**src/rtl/decode_execute_core_if.sv**
```systemverilog
// decode_execute_core_if: fetch/write-back inputs and decoded control/datapath outputs of the decode-execute core
interface decode_execute_core_if;
  logic [15:0] instruction;
  logic [15:0] pc4;
  logic [15:0] write_data;
  logic        reg_dst;
  logic        branch;
  logic        mem_read;
  logic        mem_to_reg;
  logic [1:0]  alu_op;
  logic        mem_write;
  logic        alu_src;
  logic        reg_write;
  logic        jump;
  logic [15:0] read_data1;
  logic [15:0] read_data2;
  logic [15:0] ext_imm;
  logic [15:0] alu_result;
  logic        zero;
  logic [15:0] branch_target;
  logic [15:0] jump_target;
  logic        pc_src;
  modport master (
    output instruction, pc4, write_data,
    input  reg_dst, branch, mem_read, mem_to_reg, alu_op, mem_write, alu_src, reg_write, jump,
    input  read_data1, read_data2, ext_imm, alu_result, zero, branch_target, jump_target, pc_src
  );
  modport slave (
    input  instruction, pc4, write_data,
    output reg_dst, branch, mem_read, mem_to_reg, alu_op, mem_write, alu_src, reg_write, jump,
    output read_data1, read_data2, ext_imm, alu_result, zero, branch_target, jump_target, pc_src
  );
endinterface

```
**src/rtl/decode_execute_core.sv**
```systemverilog
// decode_execute_core: control decode, 8x16 register file and ALU/branch/jump execute of the 16-bit core
module decode_execute_core #(
  parameter int DATA_WIDTH = 16,
  parameter int NUM_REGS   = 8
) (
  input logic                  clock,
  input logic                  reset_n,
  decode_execute_core_if.slave bus
);
  localparam int AW = $clog2(NUM_REGS);
  localparam logic [3:0] OP_R    = 4'h0;
  localparam logic [3:0] OP_ADDI = 4'h1;
  localparam logic [3:0] OP_LW   = 4'h2;
  localparam logic [3:0] OP_SW   = 4'h3;
  localparam logic [3:0] OP_BEQ  = 4'h4;
  localparam logic [3:0] OP_J    = 4'h5;
  logic [3:0]            opcode;
  logic [AW-1:0]         rs, rt, rd, wr_addr;
  logic [2:0]            funct;
  logic [DATA_WIDTH-1:0] regs_q [NUM_REGS];
  logic [DATA_WIDTH-1:0] a, rt_val, b, ext_imm, result;
  assign opcode  = bus.instruction[15:12];
  assign rs      = bus.instruction[11:9];
  assign rt      = bus.instruction[8:6];
  assign rd      = bus.instruction[5:3];
  assign funct   = bus.instruction[2:0];
  assign ext_imm = {{(DATA_WIDTH-6){bus.instruction[5]}}, bus.instruction[5:0]};
  assign bus.reg_dst    = opcode == OP_R;
  assign bus.branch     = opcode == OP_BEQ;
  assign bus.mem_read   = opcode == OP_LW;
  assign bus.mem_to_reg = opcode == OP_LW;
  assign bus.mem_write  = opcode == OP_SW;
  assign bus.alu_src    = opcode inside {OP_ADDI, OP_LW, OP_SW};
  assign bus.reg_write  = opcode inside {OP_R, OP_ADDI, OP_LW};
  assign bus.jump       = opcode == OP_J;
  assign bus.alu_op     = opcode == OP_R ? 2'b10 : opcode == OP_BEQ ? 2'b01 : 2'b00;
  // r0 is hardwired to zero on the read side; the write side never targets it either
  assign a       = rs == '0 ? '0 : regs_q[rs];
  assign rt_val  = rt == '0 ? '0 : regs_q[rt];
  assign b       = bus.alu_src ? ext_imm : rt_val;
  assign wr_addr = bus.reg_dst ? rd : rt;
  always_comb begin
    result = a + b;
    if (bus.alu_op == 2'b01) result = a - b;
    else if (bus.alu_op == 2'b10)
      case (funct)
        3'd1:    result = a - b;
        3'd2:    result = a & b;
        3'd3:    result = a | b;
        3'd4:    result = a ^ b;
        3'd5:    result = {{(DATA_WIDTH-1){1'b0}}, $signed(a) < $signed(b)};
        3'd6:    result = a << b[3:0];
        3'd7:    result = a >> b[3:0];
        default: result = a + b;
      endcase
  end
  always_ff @(posedge clock or negedge reset_n) begin
    if (!reset_n) for (int i = 0; i < NUM_REGS; i++) regs_q[i] <= '0;
    else if (bus.reg_write && wr_addr != '0) regs_q[wr_addr] <= bus.write_data;
  end
  assign bus.read_data1    = a;
  assign bus.read_data2    = rt_val;
  assign bus.ext_imm       = ext_imm;
  assign bus.alu_result    = result;
  assign bus.zero          = result == '0;
  assign bus.pc_src        = bus.branch && bus.zero;
  assign bus.branch_target = bus.pc4 + {ext_imm[DATA_WIDTH-2:0], 1'b0};
  assign bus.jump_target   = {bus.pc4[15:13], bus.instruction[11:0], 1'b0};
endmodule

```
**src/flat_wrapper.sv**
```systemverilog
// flat-port wrapper written by rule: the top's interface ports become plain ports
module decode_execute_core_flat 
#(
  parameter int DATA_WIDTH = 16,
  parameter int NUM_REGS   = 8
)
  (clock, reset_n, bus_instruction, bus_pc4, bus_write_data, bus_reg_dst, bus_branch, bus_mem_read, bus_mem_to_reg, bus_alu_op, bus_mem_write, bus_alu_src, bus_reg_write, bus_jump, bus_read_data1, bus_read_data2, bus_ext_imm, bus_alu_result, bus_zero, bus_branch_target, bus_jump_target, bus_pc_src);
  decode_execute_core_if bus_i ();
  input logic clock;
  input logic reset_n;
  input wire logic [$bits(bus_i.instruction)-1:0] bus_instruction;
  input wire logic [$bits(bus_i.pc4)-1:0] bus_pc4;
  input wire logic [$bits(bus_i.write_data)-1:0] bus_write_data;
  output wire logic [$bits(bus_i.reg_dst)-1:0] bus_reg_dst;
  output wire logic [$bits(bus_i.branch)-1:0] bus_branch;
  output wire logic [$bits(bus_i.mem_read)-1:0] bus_mem_read;
  output wire logic [$bits(bus_i.mem_to_reg)-1:0] bus_mem_to_reg;
  output wire logic [$bits(bus_i.alu_op)-1:0] bus_alu_op;
  output wire logic [$bits(bus_i.mem_write)-1:0] bus_mem_write;
  output wire logic [$bits(bus_i.alu_src)-1:0] bus_alu_src;
  output wire logic [$bits(bus_i.reg_write)-1:0] bus_reg_write;
  output wire logic [$bits(bus_i.jump)-1:0] bus_jump;
  output wire logic [$bits(bus_i.read_data1)-1:0] bus_read_data1;
  output wire logic [$bits(bus_i.read_data2)-1:0] bus_read_data2;
  output wire logic [$bits(bus_i.ext_imm)-1:0] bus_ext_imm;
  output wire logic [$bits(bus_i.alu_result)-1:0] bus_alu_result;
  output wire logic [$bits(bus_i.zero)-1:0] bus_zero;
  output wire logic [$bits(bus_i.branch_target)-1:0] bus_branch_target;
  output wire logic [$bits(bus_i.jump_target)-1:0] bus_jump_target;
  output wire logic [$bits(bus_i.pc_src)-1:0] bus_pc_src;
  assign bus_i.instruction = bus_instruction;
  assign bus_i.pc4 = bus_pc4;
  assign bus_i.write_data = bus_write_data;
  assign bus_reg_dst = bus_i.reg_dst;
  assign bus_branch = bus_i.branch;
  assign bus_mem_read = bus_i.mem_read;
  assign bus_mem_to_reg = bus_i.mem_to_reg;
  assign bus_alu_op = bus_i.alu_op;
  assign bus_mem_write = bus_i.mem_write;
  assign bus_alu_src = bus_i.alu_src;
  assign bus_reg_write = bus_i.reg_write;
  assign bus_jump = bus_i.jump;
  assign bus_read_data1 = bus_i.read_data1;
  assign bus_read_data2 = bus_i.read_data2;
  assign bus_ext_imm = bus_i.ext_imm;
  assign bus_alu_result = bus_i.alu_result;
  assign bus_zero = bus_i.zero;
  assign bus_branch_target = bus_i.branch_target;
  assign bus_jump_target = bus_i.jump_target;
  assign bus_pc_src = bus_i.pc_src;
  decode_execute_core #(.DATA_WIDTH(DATA_WIDTH), .NUM_REGS(NUM_REGS)) u_core (.clock(clock), .reset_n(reset_n), .bus(bus_i));
endmodule
```
**config.mk**
```make
export PLATFORM = sky130hd
export DESIGN_NAME = decode_execute_core_flat
export DESIGN_NICKNAME = d
export VERILOG_FILES = /design/src/rtl/decode_execute_core_if.sv /design/src/rtl/decode_execute_core.sv /design/src/flat_wrapper.sv
export SDC_FILE = /design/constraint.sdc
export NUM_CORES = 1
export LEC_CHECK = 0
export CORE_MARGIN = 4
export CORE_UTILIZATION = 57
export DETAILED_ROUTE_END_ITERATION = 10
export GPL_TIMING_DRIVEN = 0
export HOLD_SLACK_MARGIN = 0.1
export PLACE_DENSITY = 0.83
export SLEW_MARGIN = 20
export SYNTH_ARGS = -nofsm -noshare
export SYNTH_HDL_FRONTEND = slang
export SYNTH_SLANG_ARGS = --single-unit
```
**constraint.sdc**
```tcl
create_clock -name clock -period 9.15 [get_ports clock]
set_clock_uncertainty 0.2 [all_clocks]
set_input_delay 1.83 -clock clock [delete_from_list [all_inputs] [get_ports clock]]
set_output_delay 1.83 -clock clock [all_outputs]
set_load 0.05 [all_outputs]
```
==> impl_metrics.csv <==
group,metric,value,unit
run,max_cap_violations,0,
worst_setup_path,crit_path_start_kind,"primary input",
logic_synthesis,netlist_area,11200,sq um
timing,slew_headroom,0.174,
route,post-route-drc-count,0,
power_and_ir_drop,p_leak,6.15,nW
final_layout,fillers,1323,
logic_synthesis,synthesis.nets,1355,
placement,port_buffers,153,
worst_setup_path,end_kind,"primary output",
logic_synthesis,syn_avg_cell_area,9.06,sq um
route,drtPass1Iterations,6,
floorplan,ios,158,
min_path,hp-class,"reg2reg",
final_layout,multi_input_area,7990,sq um
logic_synthesis,synth_fa_ha_area_frac,0.0756,
global_routing,gr-total-overflow,0,
final_layout,final_cell_mix,"140 x clkdlybuf4s50_1, 115 x dfrtp_1, 102 x mux2_2",
global_routing,grt_usage,0.455,
worst_setup_path,crit_fanout,10,
cts,clkTransAtPathRegs,0.06,ns
timing,period_share,0.998,
cts,worstSkewPairLatency,0.42,ns
timing,setup_slack,0.0173,ns
cts,cts_sinks,115,
route,dr_total_vias,12471,
worst_setup_path,crit_arrival,7.10,ns
floorplan,coreArea,19400,sq um
power_and_ir_drop,ir_worst_vdd,0.243,mV
logic_synthesis,yosysUniqueCellTypes,83,
global_routing,grt_max_degree,85,
timing,hold_viol_final,0,
timing,rsz0062_at_grt,"yes",
final_layout,fin_area,14400,sq um
final_layout,largest_reg_flops,115,
global_routing,grt_pass1_vias,12189,
floorplan,die-area,22000,sq um
route,postRouteAntennaNets,0,
cts,cts_max_level,4,
logic_synthesis,synth_flop_cell,"dfrtp_1",
cts,clockBufferDepth,2,
placement,place_congestion,1.04,
final_layout,ff_latch_area,2880,sq um
timing,slew_viol_final,0,
route,dr.first_iter.drc_count,1731,
timing,max_freq,109,MHz
floorplan,start_util,0.578,
run_status,status,"finished, final reports clean",
timing,fin_tns_setup,0,ns
final_layout,fin_nets,1523,
logic_synthesis,synth_xor_area_frac,0.0187,
timing,tightest_slew,1.24,ns
timing,hold_ws,0.294,ns
floorplan,die_y,148,microns
logic_synthesis,ys_seq_area_frac,0.256,
final_layout,utilization,0.743,
logic_synthesis,synth_top_family_by_area,"multiplexers",
worst_setup_path,path_class,"in2out",
power_and_ir_drop,p_per_area,233,nW/um^2
logic_synthesis,synth-compound-area-share,0.220,
logic_synthesis,ys_async_sr_fraction,1.00,
placement,pre_cts_ws,-2.03,ns
final_layout,drive_gt1_frac,0.234,
route,viasPerCell,7.40,
final_layout,reg_top3,"u_core.regs_q x115",
cts,cts_buffers,17,
floorplan,fp-row-count,51,
cts,cts-root-buf,"clkbuf_16",
global_routing,grt_pass1_wl,76300,microns
timing,fin_crit,9.13,ns
final_layout,largest_register,"u_core.regs_q",
route,wl,51100,microns
timing,finalSetupViolCount,0,
placement,dp_hpwl,34200,microns
route,drt-wirelength-per-cell,30.3,microns
logic_synthesis,synthCells,1239,
cts,cts_tree,"done",
logic_synthesis,yosysWarnings,0,
placement,dpl_cell_area,13500,sq um
final_layout,syn_to_final_growth,28.4,%
global_routing,antenna_found_initial,0,
worst_setup_path,required,7.12,ns
final_layout,diodes,0,
logic_synthesis,synth.area.mux_share,0.243,
final_layout,mostFrequentLayoutCell,"clkdlybuf4s50_1",
logic_synthesis,synth-seq-cells,115,
floorplan,die_w,148,microns
logic_synthesis,synth_edf_count,0,
logic_synthesis,synthSimpleGateAreaFrac,0.107,
## cell families after synthesis
family                   after synthesis
flip-flops                           115
XOR/XNOR                              24
multiplexers                         234
buffers and inverters                193
AND/OR/NAND/NOR                      251
adder cells (fa/ha/maj)               66
AO/OA/AOI/OAI                        355
other                                  1
## cell type report
type,count,area share
clock inverter,14,0.0102
clock buffer,18,0.0298
multi-input combinational,931,0.554
timing repair buffer,164,0.113
inverter,74,0.0196
tap,265,0.0230
buffer,104,0.0502
sequential,115,0.200
## Yosys cell counts, drive strengths merged, types with 9 or more instances
master | instances | area share
a211oi | 9 | 0.0060
a22o | 9 | 0.0070
o211ai | 14 | 0.0094
nand3 | 15 | 0.0067
nand2 | 58 | 0.020
inv | 74 | 0.025
and2 | 9 | 0.0050
a21oi | 82 | 0.037
xnor2 | 18 | 0.014
mux2i | 74 | 0.067
mux2 | 145 | 0.15
nor3 | 21 | 0.0094
nand2b | 14 | 0.0078
nor2b | 12 | 0.0067
o21ai | 67 | 0.030
clkbuf | 60 | 0.020
buf | 59 | 0.033
a221o | 14 | 0.012
o221ai | 21 | 0.016
nor2 | 89 | 0.030
dfrtp | 115 | 0.26
mux4 | 15 | 0.030
a221oi | 47 | 0.037
a22oi | 10 | 0.0067
ha | 63 | 0.070
o22ai | 15 | 0.0084
## power breakdown
part / leakage, nW / switching (mW) / total [mW] / internal, mW
logic: 4.45 / 1.19 / 1.91 / 0.712
registers: 1.44 / 0.148 / 0.786 / 0.637
clock network: 0.269 / 0.282 / 0.664 / 0.382
## per-stage QoR
step / power (mW) / std cells
6_report: 3.36 / 1685
5_1_grt: 3.45 / 1685
4_1_cts: 3.21 / 1686
3_5_place_dp: 2.49 / 1658
3_3_place_gp: 2.45 / 1657
2_1_floorplan: 1.95 / 1239
## critical path: stages
cell	delay [ns]
clkdlybuf4s50_1	0.46
buf_6	0.17
inv_1	0.11
clkbuf_2	0.39
a21oi_2	0.22
a221oi_4	0.30
buf_4	0.23
a21oi_4	0.11
inv_1	0.10
ha_1	0.23
inv_1	0.09
a211o_1	0.32
a221oi_2	0.38
o21ai_2	0.12
a22oi_1	0.24
mux2i_2	0.33
a31oi_4	0.07
or4_4	0.47
or3b_4	0.42
nor4_4	0.15
and2_4	0.18
buf_6	0.15
## worst paths after layout
check	start	depth (start not counted)	slack, ns	to
max in group asynchronous	reset_n	2	6.95	u_core.regs_q[33]
max	bus_instruction[8]	22	0.02	bus_pc_src
max reg2reg	u_core.regs_q[33]	1	8.04	u_core.regs_q[33]
min reg2reg	u_core.regs_q[124]	1	0.29	u_core.regs_q[124]
min	u_core.regs_q[124]	1	0.29	u_core.regs_q[124]
min in group asynchronous	reset_n	1	1.09	u_core.regs_q[109]
## metal layers
| metal | track usage | vias to the layer above | routed length (microns) |
|---|---|---|---|
| li1 | - | 4968 | - |
| met1 | 0.563 | 5866 | 17800 |
| met2 | 0.695 | 1244 | 21900 |
| met3 | 0.136 | 393 | 6770 |
| met4 | 0.293 | 0 | 4560 |
| met5 | 0 | - | 0 |
## timing repair
| action | in CTS | in global routing |
|---|---|---|
| gates resized for setup | 92 | 46 |
| setup endpoints to repair | 16 | 8 |
| hold buffers | 0 | 0 |
| setup buffers | 7 | 2 |
| pin swaps | 7 | 5 |
Power figures use the tool's default switching activity.
